### src/rtl/breakout_pixel_gen.sv
// Breakout playfield pixel generator: walls, paddle and bouncing ball.
// Objects advance once per frame; the RGB output is registered every clk.
module breakout_pixel_gen #(
   parameter int SCREEN_W  = 800,
   parameter int SCREEN_H  = 600,
   parameter int WALL_W    = 16,
   parameter int PADDLE_Y  = 560,
   parameter int PADDLE_H  = 8,
   parameter int PADDLE_W  = 96,
   parameter int PADDLE_V  = 8,
   parameter int BALL_SIZE = 8,
   parameter int BALL_V    = 2,
   parameter int LIVES     = 3
) (
   input  logic        clk,
   input  logic        reset,
   input  logic        p_tick,
   input  logic        video_on,
   input  logic [10:0] pixel_x,
   input  logic [10:0] pixel_y,
   input  logic        btn_left,
   input  logic        btn_right,
   input  logic        serve,
   output logic [11:0] rgb,
   output logic        miss,
   output logic [1:0]  lives,
   output logic        game_over
);

   typedef enum logic [1:0] {IDLE, PLAY, OVER} state_t;

   localparam logic [11:0] C_WALL  = 12'(WALL_W);
   localparam logic [11:0] C_RWALL = 12'(SCREEN_W - WALL_W);
   localparam logic [11:0] C_RLIM  = 12'(SCREEN_W - WALL_W - 1);
   localparam logic [11:0] C_PV    = 12'(PADDLE_V);
   localparam logic [11:0] C_PMAX  = 12'(SCREEN_W - WALL_W - PADDLE_W);
   localparam logic [11:0] C_PY    = 12'(PADDLE_Y);
   localparam logic [11:0] C_PYB   = 12'(PADDLE_Y + PADDLE_H - 1);
   localparam logic [11:0] C_PW1   = 12'(PADDLE_W - 1);
   localparam logic [11:0] C_BS1   = 12'(BALL_SIZE - 1);
   localparam logic [11:0] C_POFF  = 12'(PADDLE_W/2 - BALL_SIZE/2);
   localparam logic [11:0] C_SH    = 12'(SCREEN_H);
   localparam logic [10:0] C_PRST  = 11'((SCREEN_W - PADDLE_W)/2);
   localparam logic [10:0] C_BXRST = 11'((SCREEN_W - PADDLE_W)/2 + PADDLE_W/2 - BALL_SIZE/2);
   localparam logic [10:0] C_PARKY = 11'(PADDLE_Y - BALL_SIZE);
   localparam logic [3:0]  C_VP    = 4'(BALL_V);
   localparam logic [3:0]  C_VN    = 4'(-BALL_V);
   localparam logic [1:0]  C_LIVES = 2'(LIVES);

   state_t      state_q;
   logic [10:0] paddle_q, paddle_d;
   logic [10:0] ball_x_q, ball_x_d;
   logic [10:0] ball_y_q, ball_y_d;
   logic [10:0] park_x_d;
   logic [3:0]  dx_q, dx_d;
   logic [3:0]  dy_q, dy_d;
   logic [1:0]  lives_q;
   logic        miss_q;
   logic        over_q;
   logic [11:0] rgb_q, rgb_d;
   logic        frame_tick;
   logic        hit;
   logic [11:0] px, py, bx, by, pd;

   assign px = {1'b0, pixel_x};
   assign py = {1'b0, pixel_y};
   assign bx = {1'b0, ball_x_q};
   assign by = {1'b0, ball_y_q};
   assign pd = {1'b0, paddle_q};

   assign frame_tick = p_tick && (pixel_x == 11'd0) && (pixel_y == 11'(SCREEN_H));

   // Per-frame object motion: paddle clamp, wall/paddle reflection, new position
   always_comb begin
      paddle_d = paddle_q;
      if (btn_left && !btn_right)
         paddle_d = (pd >= C_WALL + C_PV) ? 11'(pd - C_PV) : 11'(C_WALL);
      else if (btn_right && !btn_left)
         paddle_d = (pd + C_PV <= C_PMAX) ? 11'(pd + C_PV) : 11'(C_PMAX);
      park_x_d = 11'({1'b0, paddle_d} + C_POFF);
      hit = !dy_q[3] && (dy_q != 4'd0)
         && (by + C_BS1 >= C_PY) && (by + C_BS1 <= C_PYB)
         && (bx + C_BS1 >= pd) && (bx <= pd + C_PW1);
      dx_d = dx_q;
      if (bx <= C_WALL)
         dx_d = C_VP;
      else if (bx + C_BS1 >= C_RLIM)
         dx_d = C_VN;
      dy_d = dy_q;
      if (by <= C_WALL)
         dy_d = C_VP;
      if (hit)
         dy_d = C_VN;
      ball_x_d = 11'(bx + {{8{dx_d[3]}}, dx_d});
      ball_y_d = 11'(by + {{8{dy_d[3]}}, dy_d});
   end

   // Pixel colour by priority: ball, paddle, wall, background
   always_comb begin
      rgb_d = 12'h000;
      if (video_on) begin
         if (state_q != OVER && px >= bx && px <= bx + C_BS1
             && py >= by && py <= by + C_BS1)
            rgb_d = 12'hFFF;
         else if (py >= C_PY && py <= C_PYB && px >= pd && px <= pd + C_PW1)
            rgb_d = 12'h0F0;
         else if (px < C_WALL || px >= C_RWALL || py < C_WALL)
            rgb_d = 12'h888;
      end
   end

   // Game state machine, object registers and registered outputs
   always_ff @(posedge clk or posedge reset) begin
      if (reset) begin
         state_q  <= IDLE;
         paddle_q <= C_PRST;
         ball_x_q <= C_BXRST;
         ball_y_q <= C_PARKY;
         dx_q     <= C_VP;
         dy_q     <= C_VN;
         lives_q  <= C_LIVES;
         miss_q   <= 1'b0;
         over_q   <= 1'b0;
         rgb_q    <= 12'h000;
      end else begin
         rgb_q  <= rgb_d;
         miss_q <= 1'b0;
         if (frame_tick) begin
            paddle_q <= paddle_d;
            unique case (state_q)
               IDLE: begin
                  ball_x_q <= park_x_d;
                  ball_y_q <= C_PARKY;
                  if (serve) begin
                     state_q <= PLAY;
                     dx_q    <= C_VP;
                     dy_q    <= C_VN;
                  end
               end
               PLAY: begin
                  if (by >= C_SH) begin
                     miss_q   <= 1'b1;
                     ball_x_q <= park_x_d;
                     ball_y_q <= C_PARKY;
                     if (lives_q == 2'd1) begin
                        lives_q <= 2'd0;
                        state_q <= OVER;
                        over_q  <= 1'b1;
                     end else begin
                        lives_q <= lives_q - 2'd1;
                        state_q <= IDLE;
                     end
                  end else begin
                     dx_q     <= dx_d;
                     dy_q     <= dy_d;
                     ball_x_q <= ball_x_d;
                     ball_y_q <= ball_y_d;
                  end
               end
               OVER: begin
                  if (serve) begin
                     lives_q <= C_LIVES;
                     state_q <= IDLE;
                     over_q  <= 1'b0;
                  end
               end
               default: state_q <= IDLE;
            endcase
         end
      end
   end

   assign rgb       = rgb_q;
   assign miss      = miss_q;
   assign lives     = lives_q;
   assign game_over = over_q;

endmodule
### config.mk
export PLATFORM = sky130hd
export DESIGN_NAME = breakout_pixel_gen
export DESIGN_NICKNAME = d
export VERILOG_FILES = /design/src/rtl/breakout_pixel_gen.sv
export SDC_FILE = /design/constraint.sdc
export NUM_CORES = 1
export LEC_CHECK = 0
export ABC_AREA = 1
export BUFFER_PORTS_ARGS = -buffer_cell sky130_fd_sc_hd__buf_4
export CORE_UTILIZATION = 52
export CTS_CLUSTER_DIAMETER = 60
export DETAILED_ROUTE_END_ITERATION = 10
export GPL_ROUTABILITY_DRIVEN = 1
export PLACE_DENSITY = 0.7
export RECOVER_POWER = 50
export SLEW_MARGIN = 25
export SYNTH_ARGS = -nofsm -noshare
export SYNTH_HDL_FRONTEND = slang
export SYNTH_SLANG_ARGS = --single-unit
### constraint.sdc
create_clock -name clk -period 7.06 [get_ports clk]
set_clock_uncertainty 0.2 [all_clocks]
set_input_delay 1.059 -clock clk [delete_from_list [all_inputs] [get_ports clk]]
set_output_delay 1.059 -clock clk [all_outputs]
set_load 0.005 [all_outputs]
==> metrics.md, run 1 <==
| Metric | Value |
|---|---|
| Max_slew headroom | -0.9048 |
| R2r endpoint | ball_y_q[8] |
| Largest stage delay on the critical path | 460 ps |
| Via density | 5.460 |
| Most common cell after layout, fill and taps aside | nand2_1 |
| # Post-CTS Setup Buffers | 0 |
| Sequential Area | 0.001296 mm2 |
| Crit end category | flop |
| TritonCTS Buffers | 5 |
| WL final | 20050 um |
| Post-route design area | 0.007751 mm2 |
| Setup Viol. Count Final | 0 |
| Top-Level Pins | 45 |
| GR Util All Layers | 0.2875 |
| CP bufs+invs | 3 |
| Switching portion of total power | 0.2946 |
| Lkg Pwr | 4.144 nW |
| Area grow syn2layout | 8.077% |
| TritonCTS Sinks | 51 |
| Max-cap violations | 1 |
| P_int | 0.4725 mW |
| Final net count | 1262 |
| Power Dens Cells | 86.41 mW/mm2 |
| Flop pwr share | 0.439 |
| Routed len/inst | 15.53 um |
| HPWL Detailed | 16330 um |
| WP data arrival | 4800 ps |
| Initial DRC Count | 412 |
| Placed inst area | 0.007601 mm2 |
| Clock share of power | 0.393 |
| Most used cell, CP | o21ai_0 |
| Period utilisation layout | 0.6814 |
| DR pass1 iterations | 5 |
| Hold Path Stages | 2 |
| CP endpoint | ball_y_q[8] |
| Required @ worst endpoint | 7050 ps |
| Average cell area after synthesis | 6.622 um2 |
| Flop-to-flop setup slack | 2250 ps |
| Die span in x | 119.4 um |
| Crit start category | flop |
| Worst-Margin Slew | 2857 ps |
| Sw power | 0.1973 mW |
| Crit path max-delay family | compound AO/OA/AOI/OAI gates |
| Worst R2R Path Depth | 25 |
| Kind of critical path | reg2reg |
| Critical Path Start | paddle_q[0] |
| Seq/Total Area, Yosys | 0.1807 |
| Number of synthesized register bits | 51 |
| Slowest CP cell | ha_1 |
| Synth Instances | 1083 |
| Clock transition at path regs | 80 ps |
| H-tree depth | 2 |
| Port Buf Inserts | 44 |
| Yosys warnings | 0 |
| Layout cells sized above 1 | 0.1058 |
| HP Class | reg2reg |
| Setup TNS | 0 ps |
| Starting Density | 0.5373 |
| Overflow after GRT | 0 |
| Largest net degree at the start of global routing | 52 |
| Pwr Total | 0.6698 mW |
| Yosys cell types | 53 |
| Post-CTS Hold Fix Bufs | 0 |
| Violated checks | max-capacitance violations, max-slew violations |
| First-pass GRT wire length | 32440 um |
| RR Startpoint | paddle_q[0] |
| GPL Wtd Cong | 0.9415 |
| Final min period | 4811 ps |
| Crit path depth | 25 |
| Row count | 42 |
| Comb pwr share | 0.168 |
| Clock Path Buffers | 2 |
| Multi-input logic area | 0.005092 mm2 |
| Synth Net Count | 1231 |
| Fin util | 0.5807 |
| Antenna violation net count after detailed routing | 0 |
| Fillcell total | 1340 |
| Leading cell types in the layout, fill and taps excluded | 251 x nand2_1, 157 x inv_1, 117 x ha_1 |
| Routed vias | 7049 |
| Post-Syn Area | 0.007172 mm2 |
| Core Area | 0.01335 mm2 |
| RSZ-0062 raised after global routing | false |
| DR DRC count | 0 |
| Die area | 0.01427 mm2 |
| CTS tree | done |
| Max rail drop VDD | 87.30 uV |
| Worst-path fanout max | 9 |
| Clk_lat worst skew | 300 ps |
| Initial antenna violation count | 0 |
| Post-CTS resize count | 0 |
| Fmax | 0.2079 GHz |
| Root Buffer | clkbuf_16 |
| Die Ht | 119.4 um |
| Outcome | complete, but fails checks |
| Number of global-route vias before repair | 6477 |
| Final hold vios | 0 |
| Antenna fix cells | 0 |
| Max Slew Vio Count | 52 |
[synthesized netlist by cell type, drive strengths merged]
| cell | count | area (um2) |
|---|---|---|
| nor4 | 4 | 25.02 |
| o41ai | 1 | 8.760 |
| nand2 | 264 | 1038 |
| o22ai | 11 | 68.82 |
| o31ai | 2 | 15.01 |
| o211ai | 3 | 22.52 |
| a21boi | 3 | 22.52 |
| clkinv | 1 | 3.750 |
| nor3b | 1 | 12.51 |
| o21a | 5 | 37.54 |
| or2 | 7 | 43.79 |
| o2111ai | 4 | 35.03 |
| dfstp | 16 | 420.4 |
| buf | 17 | 113.9 |
| xor2 | 29 | 254.0 |
| o311ai | 1 | 8.760 |
| o21bai | 5 | 37.54 |
| a21oi | 66 | 334.1 |
| ha | 117 | 1464 |
| dfrtp | 35 | 875.8 |
| inv | 172 | 650.6 |
| a211oi | 3 | 22.52 |
| clkbuf | 4 | 15.01 |
| o41a | 1 | 11.26 |
| a32oi | 1 | 8.760 |
| nor2 | 110 | 452.9 |
| nor3 | 22 | 125.1 |
| fa | 2 | 40.04 |
| a31oi | 6 | 52.55 |
| nand4 | 25 | 156.4 |
| nand3 | 73 | 380.4 |
| and3 | 2 | 12.51 |
| a221oi | 1 | 8.760 |
| nand3b | 5 | 37.54 |
| and2 | 1 | 6.260 |
| o221ai | 7 | 61.31 |
| o21ai | 54 | 270.3 |
| xnor2 | 2 | 17.52 |
[tightest hold or removal path, delay by kind of cell (launching register included)]
family | cells | cell delay, ps
flip-flops | 1 | 360
AND/OR/NAND/NOR | 2 | 110
[kinds of logic after synthesis]
| group | count (synthesis) | share of synthesized area |
|---|---|---|
| xor+xnor | 31 | 0.03786 |
| fa+ha+maj | 119 | 0.2097 |
| flops | 51 | 0.1807 |
| simple gates | 514 | 0.3194 |
| compound gates | 174 | 0.1431 |
| buf+inv | 194 | 0.1092 |
[worst min-delay path by stage]
stage	to	slack, ps	from
2_1_floorplan	dx_q[2]	250	dx_q[2]
3_3_place_gp	game_over	260	game_over
3_5_place_dp	game_over	270	game_over
4_1_cts	dx_q[2]	290	dx_q[2]
5_1_grt	game_over	310	game_over
6_report	game_over	290	game_over
[area by class of cell]
| class | count | share of cell area |
|---|---|---|
| timing repair buffer | 45 | 0.04310 |
| clock buffer | 5 | 0.01614 |
| multi-input combinational | 838 | 0.6570 |
| inverter | 173 | 0.08442 |
| clock inverter | 3 | 0.003713 |
| sequential | 51 | 0.1672 |
| tap | 176 | 0.02841 |
[sequential cells by signal, summed over array words and instances, names as in the netlist]
signal     flops
dy_q           4
lives          2
paddle_q      11
ball_x_q      11
game_over      1
miss           1
ball_y_q      11
state_q        2
rgb            4
dx_q           4
[metal layers]
metal  track usage  wire (um)
met1        0.3687       9102
met2        0.5141       9685
met5             0          0
met4       0.08125        449
met3       0.02107        814
[per-stage QoR]
stage	std cells	hold slack, ps	setup slack (ps)
after floorplan	1083	247.9	2960
after global placement	1283	257.8	2473
after detailed placement	1283	269.2	2342
after CTS	1291	290.9	2331
after global routing	1291	308.5	1837
final	1291	294.1	2249
[power by group through the flow]
stage | sequential [mW] | clock (mW) | combinational [mW]
global route | 0.294 | 0.275 | 0.128
detailed placement | 0.299 | 0 | 0.113
CTS | 0.294 | 0.266 | 0.114
global placement | 0.299 | 0 | 0.112
finish | 0.294 | 0.263 | 0.113
floorplan | 0.300 | 0 | 0.0684
Power figures use the tool's default switching activity.
==> run 2, diff against run 1 <==
--- a/config.mk
+++ b/config.mk
@@ -5,7 +5,7 @@
 export SDC_FILE = /design/constraint.sdc
 export NUM_CORES = 1
 export LEC_CHECK = 0
-export ABC_AREA = 1
+export ABC_AREA = 0
 export BUFFER_PORTS_ARGS = -buffer_cell sky130_fd_sc_hd__buf_4
 export CORE_UTILIZATION = 52
 export CTS_CLUSTER_DIAMETER = 60
==> constraint.sdc (replaced) <==
create_clock -name clk -period 4.68 [get_ports clk]
set_clock_uncertainty 0.2 [all_clocks]
set_input_delay 0.702 -clock clk [delete_from_list [all_inputs] [get_ports clk]]
set_output_delay 0.702 -clock clk [all_outputs]
set_load 0.005 [all_outputs]
==> metrics.md, run 2 <==
| Metric | Value |
|---|---|
| Outcome | complete, but fails checks (unchanged) |
| Violated checks | max-capacitance violations, max-slew violations, negative setup slack (was max-capacitance violations, max-slew violations) |
| Routed vias | 7011 (was 7049) |
| Area grow syn2layout | 23.19% (was 8.077%) |
| Crit end category | flop (unchanged) |
| Root Buffer | clkbuf_16 (unchanged) |
| Largest stage delay on the critical path | 420 ps (was 460 ps) |
| Core Area | 0.01267 mm2 (was 0.01335 mm2) |
| Starting Density | 0.5343 (was 0.5373) |
| Setup TNS | -173.5 ps (was 0 ps) |
| WP data arrival | 4740 ps (was 4800 ps) |
| Max_slew headroom | -0.2982 (was -0.9048) |
| Adder-cell area share of the yosys netlist | 0.2236 (was 0.2097) |
| DR pass1 iterations | 5 (unchanged) |
| Seq/Total Area, Yosys | 0.1915 (was 0.1807) |
| H-tree depth | 2 (unchanged) |
| Leading cell types in the layout, fill and taps excluded | 146 x buf_4, 113 x ha_1, 65 x nand2_1 (was 251 x nand2_1, 157 x inv_1, 117 x ha_1) |
| CP bufs+invs | 3 (unchanged) |
| Top-Level Pins | 45 (unchanged) |
| Clock Path Buffers | 2 (unchanged) |
| Ys async rst share | 1.000 (unchanged) |
| Hold Startpoint | dx_q[1] (was game_over) |
| Max-cap violations | 1 (unchanged) |
| Yosys warnings | 0 (unchanged) |
| Worst-path fanout max | 6 (was 9) |
| XOR/XNOR Fraction of Synth Area | 0.07633 (was 0.03786) |
| Post-Syn Area | 0.006770 mm2 (was 0.007172 mm2) |
| Kind of critical path | reg2reg (unchanged) |
| Final net count | 1114 (was 1262) |
| Crit path max-delay family | compound AO/OA/AOI/OAI gates (unchanged) |
| Antenna violation net count after detailed routing | 0 (unchanged) |
| First-pass GRT wire length | 33840 um (was 32440 um) |
| Initial DRC Count | 439 (was 412) |
| Main combinational cell family by area after synthesis | compound AO/OA/AOI/OAI gates (was simple AND/OR/NAND/NOR gates) |
| Final Worst Setup Slack | -71.01 ps (was 2249 ps) |
| Row count | 41 (was 42) |
| Post-CTS Hold Fix Bufs | 0 (unchanged) |
| Worst-Margin Slew | 1947 ps (was 2857 ps) |
| Via density | 6.161 (was 5.460) |
| CTS tree | done (unchanged) |
| Largest net degree at the start of global routing | 34 (was 52) |
| Critical Path Start | paddle_q[0] (unchanged) |
| HP Class | reg2reg (unchanged) |
| Yosys cell types | 76 (was 53) |
| Slowest CP cell | or3_4 (was ha_1) |
| Most instantiated cells after synthesis | 117 x ha_1, 69 x inv_1, 66 x nand2_1, 62 x o21ai_0 (was 251 x nand2_1, 157 x inv_1, 117 x ha_1, 102 x nor2_1, 70 x nand3_1) |
| Setup Viol. Count Final | 3 (was 0) |
| Overflow after GRT | 0 (unchanged) |
| Required @ worst endpoint | 4670 ps (was 7050 ps) |
| Yosys top cell area share | 0.2162 (was 0.2041) |
| Crit start category | flop (unchanged) |
| Lkg Pwr | 3.781 nW (was 4.144 nW) |
| Fmax | 0.2105 GHz (was 0.2079 GHz) |
| Max Slew Vio Count | 34 (was 52) |
| Final hold vios | 0 (unchanged) |
| Layout cells sized above 1 | 0.2474 (was 0.1058) |
| Die Ht | 116.1 um (was 119.4 um) |
| Fin util | 0.6582 (was 0.5807) |
| TritonCTS Sinks | 51 (unchanged) |
| HPWL Detailed | 17170 um (was 16330 um) |
| Most common cell in the netlist | ha_1 (was nand2_1) |
| Clk_lat worst skew | 310 ps (was 300 ps) |
| RSZ-0062 raised after global routing | true (was false) |
| Initial antenna violation count | 0 (unchanged) |
| Period utilisation layout | 1.015 (was 0.6814) |
| Worst hold margin | 299.4 ps (was 294.1 ps) |
| Number of global-route vias before repair | 6718 (was 6477) |
| CP Cell Sequence | buf_4 > nor3_2 > o21a_1 > o21ai_2 > xnor2_1 > ha_1 > nand3_2 > or3_4 > a21oi_2 > o22ai_2 > o221ai_2 > nand3_2 > and3b_2 > buf_4 > fa_2 > inv_2 > a21oi_2 > o21bai_1 > a21o_1 > nand2_2 > a21oi_2 > a31o_2 > xnor2_1 > a22o_1 |
| Final min period | 4751 ps (was 4811 ps) |
| Die span in x | 116.1 um (was 119.4 um) |
| Top Registers | ball_x_q x11, ball_y_q x11, paddle_q x11 (unchanged) |
| Synth Area in Compound Gates | 0.2340 (was 0.1431) |
| Most used cell, CP | a21oi_2 (was o21ai_0) |
| RR Startpoint | paddle_q[0] (unchanged) |
| WL final | 21880 um (was 20050 um) |
| Power Dens Cells | 114.9 mW/mm2 (was 86.41 mW/mm2) |
| Antenna fix cells | 0 (unchanged) |
| Mux share of post-synthesis cell area | 0.006099 (was 0) |
| Post-synth EDFFs | 0 (unchanged) |
| Die area | 0.01348 mm2 (was 0.01427 mm2) |
| Port Buf Inserts | 44 (unchanged) |
| Clock transition at path regs | 80 ps (about the same) |
| Number of synthesized register bits | 51 (unchanged) |
| Fillcell total | 1089 (was 1340) |
| Max rail drop VDD | 258.1 uV (was 87.30 uV) |
| DR DRC count | 0 (unchanged) |
| Synth Instances | 841 (was 1083) |
| TritonCTS Buffers | 5 (unchanged) |
| Synth Flop Type | dfrtp_1 (unchanged) |
| GPL Wtd Cong | 0.9312 (was 0.9415) |
| Average cell area after synthesis | 8.050 um2 (was 6.622 um2) |
| Dominant cell type by area after synthesis | ha_1 (unchanged) |
| Routed len/inst | 19.23 um (was 15.53 um) |
| GR Util All Layers | 0.3294 (was 0.2875) |
| Most common cell after layout, fill and taps aside | buf_4 (was nand2_1) |
| Synth Net Count | 989 (was 1231) |
| Top post-synthesis cells by area | ha_1 22%, dfrtp_1 13%, dfstp_2 6.2% (was ha_1 20%, nand2_1 13%, dfrtp_1 12%) |
| Synth Area in Simple Gates | 0.2024 (was 0.3194) |
-- run 2: cell type report --
cell class | count | area [um2] | share of cell area
flip-flops and latches | 51 | 1296 | 0.1554
repair buffers | 152 | 1130 | 0.1355
inverters | 70 | 267.8 | 0.03210
clock inverters | 2 | 13.76 | 0.001650
well taps | 172 | 215.2 | 0.02580
clock buffers | 5 | 125.1 | 0.01500
multi-input cells | 686 | 5293 | 0.6346
-- run 2: where the power goes --
group	internal [mW]	switching [mW]
clock network	0.196	0.183
registers	0.442	0.000373
logic	0.0579	0.0786
total	0.696	0.262
-- run 2: final timing paths --
check / endpoint / depth (start not counted) / slack (ps)
worst max-delay path: ball_y_q[10] / 24 / -70
worst min-delay path: dx_q[1] / 1 / 300
worst max register to register: ball_y_q[10] / 24 / -70
worst min register to register: dx_q[1] / 1 / 300
max in group asynchronous: paddle_q[4] / 3 / 1680
min in group asynchronous: ball_y_q[2] / 2 / 320
-- run 2: cell families (layout without fill, tap and decap cells) --
logic type | after synthesis | after routing
simple gates | 266 | 266
flops | 51 | 51
compound gates | 237 | 237
mux | 4 | 4
buf+inv | 104 | 229
fa+ha+maj | 120 | 120
xor+xnor | 59 | 59
-- run 2: per-stage QoR --
step	setup WS [ps]	std cells	cell area, um2	power [mW]
after floorplan	3.837	841	6817	0.5272
after global placement	-93.83	1106	7796	0.5802
after detailed placement	-221.8	1106	7796	0.5875
after CTS	-28.12	1126	8129	0.9618
after global routing	-295.2	1138	8341	0.9885
final	-71.01	1138	8341	0.9587
-- run 2: worst register-to-register path: stages (launching register included) --
cell	delay [ps]
dfrtp_1	390
buf_4	160
nor3_2	240
o21a_1	160
o21ai_2	70
xnor2_1	160
ha_1	330
nand3_2	90
or3_4	420
a21oi_2	130
o22ai_2	90
o221ai_2	200
nand3_2	140
and3b_2	260
buf_4	140
fa_2	340
inv_2	60
a21oi_2	40
o21bai_1	170
a21o_1	150
nand2_2	60
a21oi_2	160
a31o_2	180
xnor2_1	60
a22o_1	200
-- run 2: layer usage --
layer,share of wire,wire length (um),track usage
met2,0.46,10040,0.5298
met4,0.032,691,0.1291
met3,0.065,1416,0.04722
met5,0,0,0
met1,0.44,9732,0.4468
-- run 2: timing repair --
action                                  4_1_cts  5_1_grt
endpoints found under the hold margin         0        0
endpoints found under the setup margin        5       12
gates resized for setup                      24       31
buffers inserted                             13       12
gates cloned                                  0        0
pin swaps                                    16       24
